===== config.mk =====
export PLATFORM = sky130hd
export DESIGN_NAME = mapper_mmc1_gen
export DESIGN_NICKNAME = d
export VERILOG_FILES = /design/src/rtl/mapper_mmc1_gen.sv
export SDC_FILE = /design/constraint.sdc
export NUM_CORES = 1
export LEC_CHECK = 0
export CORE_MARGIN = 2
export CORE_UTILIZATION = 28
export CTS_CLUSTER_SIZE = 25
export DETAILED_ROUTE_END_ITERATION = 12
export GPL_TIMING_DRIVEN = 0
export PLACE_DENSITY = 0.78
export RECOVER_POWER = 50
export SLEW_MARGIN = 25
export SYNTH_ARGS = -nofsm -noshare
export SYNTH_HDL_FRONTEND = slang
export SYNTH_SLANG_ARGS = --single-unit

===== constraint.sdc =====
create_clock -name clk_i -period 1.35 [get_ports clk_i]
set_clock_uncertainty 0.15 [all_clocks]
set_input_delay 0.27 -clock clk_i [delete_from_list [all_inputs] [get_ports clk_i]]
set_output_delay 0.27 -clock clk_i [all_outputs]
set_load 0.02 [all_outputs]

===== src/rtl/mapper_mmc1_gen.sv =====
// mapper_mmc1_gen: MMC1-family (SxROM) mapper with write filter, outer-bank reuse of CHR regs and size masks
module mapper_mmc1_gen #(
  parameter int PRG_ROM_AW = 19,
  parameter int PRG_RAM_AW = 15,
  parameter int CHR_AW     = 17,
  parameter int WR_FILTER  = 1,
  parameter int MMC1B      = 1
) (
  input  logic                  clk_i,
  input  logic                  rst_i,
  input  logic                  cpu_cycle_i,
  input  logic                  mapper_wr_i,
  input  logic [14:0]           mapper_addr_i,
  input  logic [7:0]            mapper_wr_data_i,
  input  logic [14:0]           prg_rom_addr_i,
  input  logic [12:0]           prg_ram_addr_i,
  input  logic [12:0]           chr_mem_addr_i,
  input  logic [PRG_ROM_AW-1:0] prg_rom_mask_i,
  input  logic [CHR_AW-1:0]     chr_mem_mask_i,
  input  logic                  chr_mem_is_ram_i,
  input  logic                  prg_rom_is_512k_i,
  output logic [PRG_ROM_AW-1:0] prg_rom_addr_o,
  output logic [PRG_RAM_AW-1:0] prg_ram_addr_o,
  output logic [CHR_AW-1:0]     chr_mem_addr_o,
  output logic [2:0]            nametable_layout_o,
  output logic                  prg_ram_en_o
);
  logic [4:0] ctrl_q, ctrl_d, chr0_q, chr0_d, chr1_q, chr1_d, prg_q, prg_d, shift_q, shift_d, val, csel;
  logic [2:0] count_q, count_d;
  logic       prev_wr_q, prev_wr_d, acc, a18, a14, unused_bits;
  logic [1:0] sel;
  logic [3:0] bank;
  logic [18:0] prg_full;
  logic [14:0] ram_full;
  logic [16:0] chr_full;
  assign unused_bits = ^{mapper_addr_i[12:0], mapper_wr_data_i[6:1]};
  assign acc = mapper_wr_i & cpu_cycle_i & ~((WR_FILTER != 0) & prev_wr_q);
  assign sel = mapper_addr_i[14:13];
  assign val = {mapper_wr_data_i[0], shift_q[4:1]};
  always_comb begin
    prev_wr_d = cpu_cycle_i ? mapper_wr_i : prev_wr_q;
    shift_d = shift_q;
    count_d = count_q;
    ctrl_d = ctrl_q;
    chr0_d = chr0_q;
    chr1_d = chr1_q;
    prg_d = prg_q;
    if (acc) begin
      if (mapper_wr_data_i[7]) begin
        shift_d = '0;
        count_d = '0;
        ctrl_d = ctrl_q | 5'h0C;
      end else if (count_q != 3'd4) begin
        shift_d = val;
        count_d = count_q + 3'd1;
      end else begin
        shift_d = '0;
        count_d = '0;
        ctrl_d = (sel == 2'd0) ? val : ctrl_q;
        chr0_d = (sel == 2'd1) ? val : chr0_q;
        chr1_d = (sel == 2'd2) ? val : chr1_q;
        prg_d = (sel == 2'd3) ? val : prg_q;
      end
    end
  end
  always_ff @(posedge clk_i) begin
    if (rst_i) begin
      ctrl_q <= 5'h0C;
      chr0_q <= '0;
      chr1_q <= '0;
      prg_q <= '0;
      shift_q <= '0;
      count_q <= '0;
      prev_wr_q <= 1'b0;
    end else begin
      ctrl_q <= ctrl_d;
      chr0_q <= chr0_d;
      chr1_q <= chr1_d;
      prg_q <= prg_d;
      shift_q <= shift_d;
      count_q <= count_d;
      prev_wr_q <= prev_wr_d;
    end
  end
  always_comb begin
    csel = (ctrl_q[4] & chr_mem_addr_i[12]) ? chr1_q : chr0_q;
    a14 = prg_rom_addr_i[14];
    a18 = chr_mem_is_ram_i & prg_rom_is_512k_i & csel[4];
    bank = ctrl_q[3] ? (ctrl_q[2] ? (a14 ? 4'hF : prg_q[3:0]) : (a14 ? prg_q[3:0] : 4'h0))
                     : {prg_q[3:1], a14};
    prg_full = {a18, bank, prg_rom_addr_i[13:0]};
    ram_full = {chr_mem_is_ram_i & prg_rom_is_512k_i & csel[3],
                chr_mem_is_ram_i & (prg_rom_is_512k_i ? csel[2] : csel[3]),
                prg_ram_addr_i};
    chr_full = ctrl_q[4] ? {csel, chr_mem_addr_i[11:0]} : {chr0_q[4:1], chr_mem_addr_i};
    prg_rom_addr_o = PRG_ROM_AW'(prg_full) & prg_rom_mask_i;
    prg_ram_addr_o = PRG_RAM_AW'(ram_full);
    chr_mem_addr_o = CHR_AW'(chr_full) & chr_mem_mask_i;
    nametable_layout_o = {1'b0, ctrl_q[1:0]};
    prg_ram_en_o = (MMC1B != 0) ? ~prg_q[4] : 1'b1;
  end
endmodule

After elaboration in Yosys (flattened, before gate mapping)
Cells that the tools add are included.
{"block": "word_totals", "ff_bits": 29, "input_bits": 106}
{"block": "classes", "n_addsub": 1, "n_eq_ne": 5, "n_mux": 14, "bitwise": 13, "reduce_logical": 7}
{"op": "2-to-1 mux 4 bit", "n": 7}
{"op": "bitwise AND 19 bit", "n": 1}
{"op": "bitwise AND 17 bit", "n": 1}
{"op": "2-to-1 mux 17 bit", "n": 1}
{"op": "AND reduction 4 bit", "n": 4}
{"op": "2-to-1 mux 5 bit", "n": 3}
{"op": "bitwise AND 1 bit", "n": 7}
{"op": "2-to-1 mux 3 bit", "n": 2}
{"op": "== test 2 bit (second input constant)", "n": 2}
{"op": "NOT 1 bit", "n": 4}
{"op": "adder 3 x 1 -> 3 bit (second input constant)", "n": 1}
{"op": "inequality test 3 bit (second input constant)", "n": 1}
{"op": "AND reduction 3 bit", "n": 1}
{"op": "== test 2 x 1 -> 1 bit (second input constant)", "n": 1}
{"op": "zero test 2 bit", "n": 1}
{"op": "inequality test 2 bit (second input constant)", "n": 1}
{"op": "nonzero test 2 bit", "n": 1}
{"op": "2-to-1 mux 1 bit", "n": 1}

Depth between registers and ports, before layout
Gate-level depths: netlist (run 1).
{"block": "logic_depth", "word_depth": 4, "mapped_depth": 6, "ltp_nobuf": 5}

Worst setup path after synthesis (run 1)
Ideal clock, no wire load.
{"block": "synth_path", "path_kind": "register to output", "from": "register ctrl_q[4]", "to": "output prg_ram_addr_o[13]", "t_arrival_ps": 1243, "t_required_ps": 930, "setup_slack_ps": -313, "path_stages_with_launch": 4, "n_path_buf": 0, "cell_sequence": "dfxtp_1 > nand2_1 > mux2i_1 > a211oi_1"}
{"block": "synth_via", "elab_chain_cells": 4}
{"item": "start, declared", "line": "28", "rtl": "logic [4:0] ctrl_q, ctrl_d, chr0_q, chr0_d, chr1_q, chr1_d, prg_q, prg_d, shift_q, shift_d, val, csel;"}
{"item": "start signal, assigned", "line": "76", "rtl": "ctrl_q <= ctrl_d;"}
{"item": "bitwise AND 1 bit", "line": "86", "rtl": "csel = (ctrl_q[4] & chr_mem_addr_i[12]) ? chr1_q : chr0_q;"}
{"item": "2-to-1 mux 5 bit", "line": "86"}
{"item": "2-to-1 mux 1 bit", "line": "93", "rtl": "chr_mem_is_ram_i & (prg_rom_is_512k_i ? csel[2] : csel[3]),"}
{"item": "bitwise AND 1 bit", "line": "93"}
{"item": "end, declared", "line": "23", "rtl": "output logic [PRG_RAM_AW-1:0] prg_ram_addr_o,"}
Every way passes these cells.

Final worst setup path (run 1)
Ends and elaborated chain as after synthesis.

==> impl_metrics.sql, run 1 <==
INSERT INTO impl_metrics (metric_group, metric, value, unit) VALUES
('run_status', 'status', 'finished, violations left', ''),
('run_status', 'violated_checks', 'setup timing', ''),
('power_and_ir_drop', 'share_clk_of_total_power', '27.4', '%'),
('final_layout', 'final_cell_area', '3460', 'sq um'),
('timing', 'worst_setup_slack_final', '-400', 'ps'),
('timing', 'drv_slew', '0', ''),
('cts', 'cts.reportedPaths.clkPinSlew', '100', 'ps'),
('floorplan', 'die_h', '82.4', 'microns'),
('worst_hold_path', 'class_of_the_tightest_hold_or_removal_check', 'primary input to register', ''),
('cts', 'ctsHtreeMaxLevel', '1', ''),
('route', 'detail-route-antenna-nets', '0', ''),
('power_and_ir_drop', 'power.static_leakage', '1.45', 'nW'),
('cts', 'clock_sink_count', '28', ''),
('yosys', 'yosysWarnings', '0', ''),
('place', 'post-place-cells', '420', ''),
('cts', 'cts-root-to-sink-buffers', '2', ''),
('cts', 'worst_skew_pair.late_latency', '280', 'ps'),
('timing', 'finalCriticalPeriod', '1750', 'ps'),
('worst_hold_path', 'hold_path_depth', '2', ''),
('route', 'dr_total_vias', '2161', ''),
('place', 'portBuffers', '126', ''),
('yosys', 'synth_top_flop_cell', 'sky130_fd_sc_hd__dfxtp_1', ''),
('yosys', 'syn_nets', '327', ''),
('grt', 'grt_antenna_before_repair', '0', ''),
('final_layout', 'antenna-diode-count', '0', ''),
('floorplan', 'initial_utilization', '29.1', '%'),
('yosys', 'synth_largest_type_area_fraction', '32.6', '%'),
('power_and_ir_drop', 'powerDensity', '564', 'nW/um^2'),
('final_layout', 'area_growth_syn_to_layout', '101', '%'),
('yosys', 'syn-instance-count', '219', ''),
('place', 'placement.cell_area', '3120', 'sq um'),
('floorplan', 'die-width', '82.4', 'microns'),
('route', 'routed_wirelength', '6.03', 'mm'),
('cts', 'tritoncts_clock_tree', 'yes', ''),
('final_layout', 'multi_input_area', '1280', 'sq um'),
('yosys', 'synth_cell_type_count', '36', ''),
('power_and_ir_drop', 'swShare', '27.3', '%'),
('yosys', 'ys_ff_latch', '28', ''),
('yosys', 'synth_edf_count', '0', ''),
('grt', 'grt_start_max_net_pins', '16', ''),
('route', 'routed_via_density', '4.91', ''),
('grt', 'grt_util_all_layers', '16.0', '%'),
('final_layout', 'stdcell_count', '440', ''),
('yosys', 'ys_seq_area_share', '32.6', '%'),
('setup_path', 'regToRegSetupSlack', '-130', 'ps'),
('route', 'post-route-drc-count', '0', ''),
('setup_path', 'worst-setup-path-type', 'register to output pin', ''),
('floorplan', 'core.rowCount', '28', ''),
('grt', 'wire_length_of_the_first_global_routing_pass', '8.60', 'mm'),
('power_and_ir_drop', 'irDropWorstVdd', '0.397', 'mV'),
('timing', 'max_freq', '0.572', 'GHz'),
('final_layout', 'final_layout_size_suffix_gt1_share', '44.1', '%'),
('setup_path', 'cp-start-kind', 'register', ''),
('final_layout', 'nNetsFinal', '474', ''),
('floorplan', 'fp.dieArea', '6790', 'sq um'),
('worst_hold_path', 'worstHoldEndpoint', 'chr1_q[3]', ''),
('power_and_ir_drop', 'share_of_power_burned_in_combinational_logic', '30.1', '%'),
('timing', 'finalSetupViolations', '32', ''),
('route', 'detail_route.wl_per_cell', '13.7', 'microns'),
('worst_hold_path', 'holdCritStartpoint', 'rst_i', ''),
('floorplan', 'num_ports', '161', ''),
('route', 'drt_pre_antenna_iters', '4', ''),
('place', 'detailed_place_hpwl', '4.19', 'mm'),
('route', 'drtIter0Drc', '114', ''),
('place', 'routabilityCongestion', '0.899', ''),
('cts', 'cts_made_buffers', '3', ''),
('timing', 'slew-limit-headroom', '57.2', '%'),
('power_and_ir_drop', 'seq_power_share', '42.5', '%'),
('grt', 'grt-ovfl-total', '0', ''),
('timing', 'report.final.hold_viol_count', '0', ''),
('yosys', 'yosysTopAreaCell', 'sky130_fd_sc_hd__dfxtp_1', '');
## per-stage QoR
| stage | power, W | hold WS, ps | TNS, ps |
|---|---|---|---|
| floorplan | 0.00109 | 260 | -47.9 |
| global placement | 0.00145 | 304 | -38240 |
| detailed placement | 0.00145 | 315 | -39990 |
| CTS | 0.00196 | 207 | -3960 |
| global route | 0.00203 | 260 | -7470 |
| finish | 0.00195 | 237 | -5130 |
## how the worst max path moves through the flow
stage	from	to	slack [ps]	cells past startpoint
6_report	ctrl_q[4]	prg_ram_addr_o[13]	-400	4
5_1_grt	ctrl_q[4]	chr_mem_addr_o[12]	-460	6
4_1_cts	ctrl_q[4]	prg_ram_addr_o[13]	-400	4
3_5_place_dp	chr_mem_addr_i[12]	prg_ram_addr_o[13]	-1010	5
3_3_place_gp	chr_mem_addr_i[12]	prg_ram_addr_o[13]	-990	5
2_1_floorplan	ctrl_q[4]	prg_ram_addr_o[13]	-20	3
## logic make-up (layout without fill, tap and decap cells)
| logic type | after synthesis | after routing | share of synthesized area (%) |
|---|---|---|---|
| buf+inv | 33 | 179 | 11.9 |
| fa+ha+maj | 2 | 2 | 1.45 |
| compound gates | 61 | 61 | 20.2 |
| flops | 28 | 28 | 32.6 |
| simple gates | 91 | 91 | 31.9 |
| mux | 3 | 3 | 1.74 |
| other cells | 1 | 1 | 0.218 |
## cell usage in the layout (no fill, tap or decap), types with 4 or more instances in the layout
master and instances:
sky130_fd_sc_hd__nor2_1 6, sky130_fd_sc_hd__a21oi_2 12, sky130_fd_sc_hd__nor2b_1 5, sky130_fd_sc_hd__and2_4 19
sky130_fd_sc_hd__buf_4 27, sky130_fd_sc_hd__a21oi_1 10, sky130_fd_sc_hd__dlygate4sd2_1 68, sky130_fd_sc_hd__o21ai_2 5
sky130_fd_sc_hd__clkbuf_1 6, sky130_fd_sc_hd__and2_1 10, sky130_fd_sc_hd__nand3_2 12, sky130_fd_sc_hd__o21ai_1 16
sky130_fd_sc_hd__a21boi_1 6, sky130_fd_sc_hd__buf_6 28, sky130_fd_sc_hd__nand4_1 6, sky130_fd_sc_hd__dfxtp_1 22
sky130_fd_sc_hd__clkdlybuf4s50_1 13, sky130_fd_sc_hd__clkbuf_8 4, sky130_fd_sc_hd__clkbuf_2 9, sky130_fd_sc_hd__inv_1 4
sky130_fd_sc_hd__clkbuf_4 11, sky130_fd_sc_hd__nand2_1 6
## power by group through the flow
| stage | Sequential (W) | Clock (W) | Combinational, W |
|---|---|---|---|
| 2_1_floorplan | 0.000853 | 0 | 0.000233 |
| 3_3_place_gp | 0.000854 | 0 | 0.000591 |
| 3_5_place_dp | 0.000854 | 0 | 0.000601 |
| 4_1_cts | 0.000828 | 0.000530 | 0.000597 |
| 5_1_grt | 0.000830 | 0.000567 | 0.000630 |
| 6_report | 0.000829 | 0.000534 | 0.000588 |
## metal layers
metal	vias to the layer above	global-route usage, %	wire, microns
met3	5	4.24	727
met1	982	17.9	2160
li1	1060	-	-
met4	0	4.17	39
met5	-	0	0
met2	114	29.8	3110
## area by class of cell
| cell class | instances | area share [%] |
|---|---|---|
| Buffer | 25 | 5.39 |
| Clock buffer | 4 | 1.59 |
| Inverter | 7 | 0.759 |
| Multi-Input combinational cell | 158 | 36.9 |
| Sequential cell | 28 | 16.6 |
| Tap cell | 75 | 2.71 |
| Timing Repair Buffer | 143 | 36.0 |
## cells in the mapped netlist (all sizes together), types with 2 or more instances
cell / count
a21oi: 22
nand4b: 2
nand4bb: 2
nand3b: 3
and2: 29
dfxtp: 28
a211oi: 2
and4bb: 2
o31ai: 2
inv: 7
a21boi: 6
nor2b: 5
nand4: 6
nor3: 5
nand2: 10
ha: 2
mux2i: 3
o21ai: 24
nand3: 15
clkbuf: 4
a32oi: 4
buf: 22
nor2: 6
## flip-flops by register name, summed over array words and instances, names as in the netlist
name / count
chr0_q: 5
chr1_q: 5
ctrl_q: 5
prg_q: 5
shift_q: 4
count_q: 3
prev_wr_q: 1
## worst max-delay path: stages (launching register included)
cell and delay, ps:
sky130_fd_sc_hd__dfxtp_4 400, sky130_fd_sc_hd__nand2_8 80, sky130_fd_sc_hd__mux2i_4 210, sky130_fd_sc_hd__a211oi_2 180
sky130_fd_sc_hd__buf_4 170
## what timing repair did
action / CTS / global route
setup buffers: 12 / 4
pin swaps: 56 / 24
gates resized for setup: 378 / 37
endpoints found under the hold margin: 0 / 0
endpoints found under the setup margin: 79 / 42
hold buffers: 0 / 0
cloned: 1 / 0
(Power assumes the default switching activity.)
==> run 2: changes to the inputs <==
- CAP_MARGIN: unset -> 20
==> results of run 2 <==
No change in the layout: final DEF, timing and power equal those of run 1.
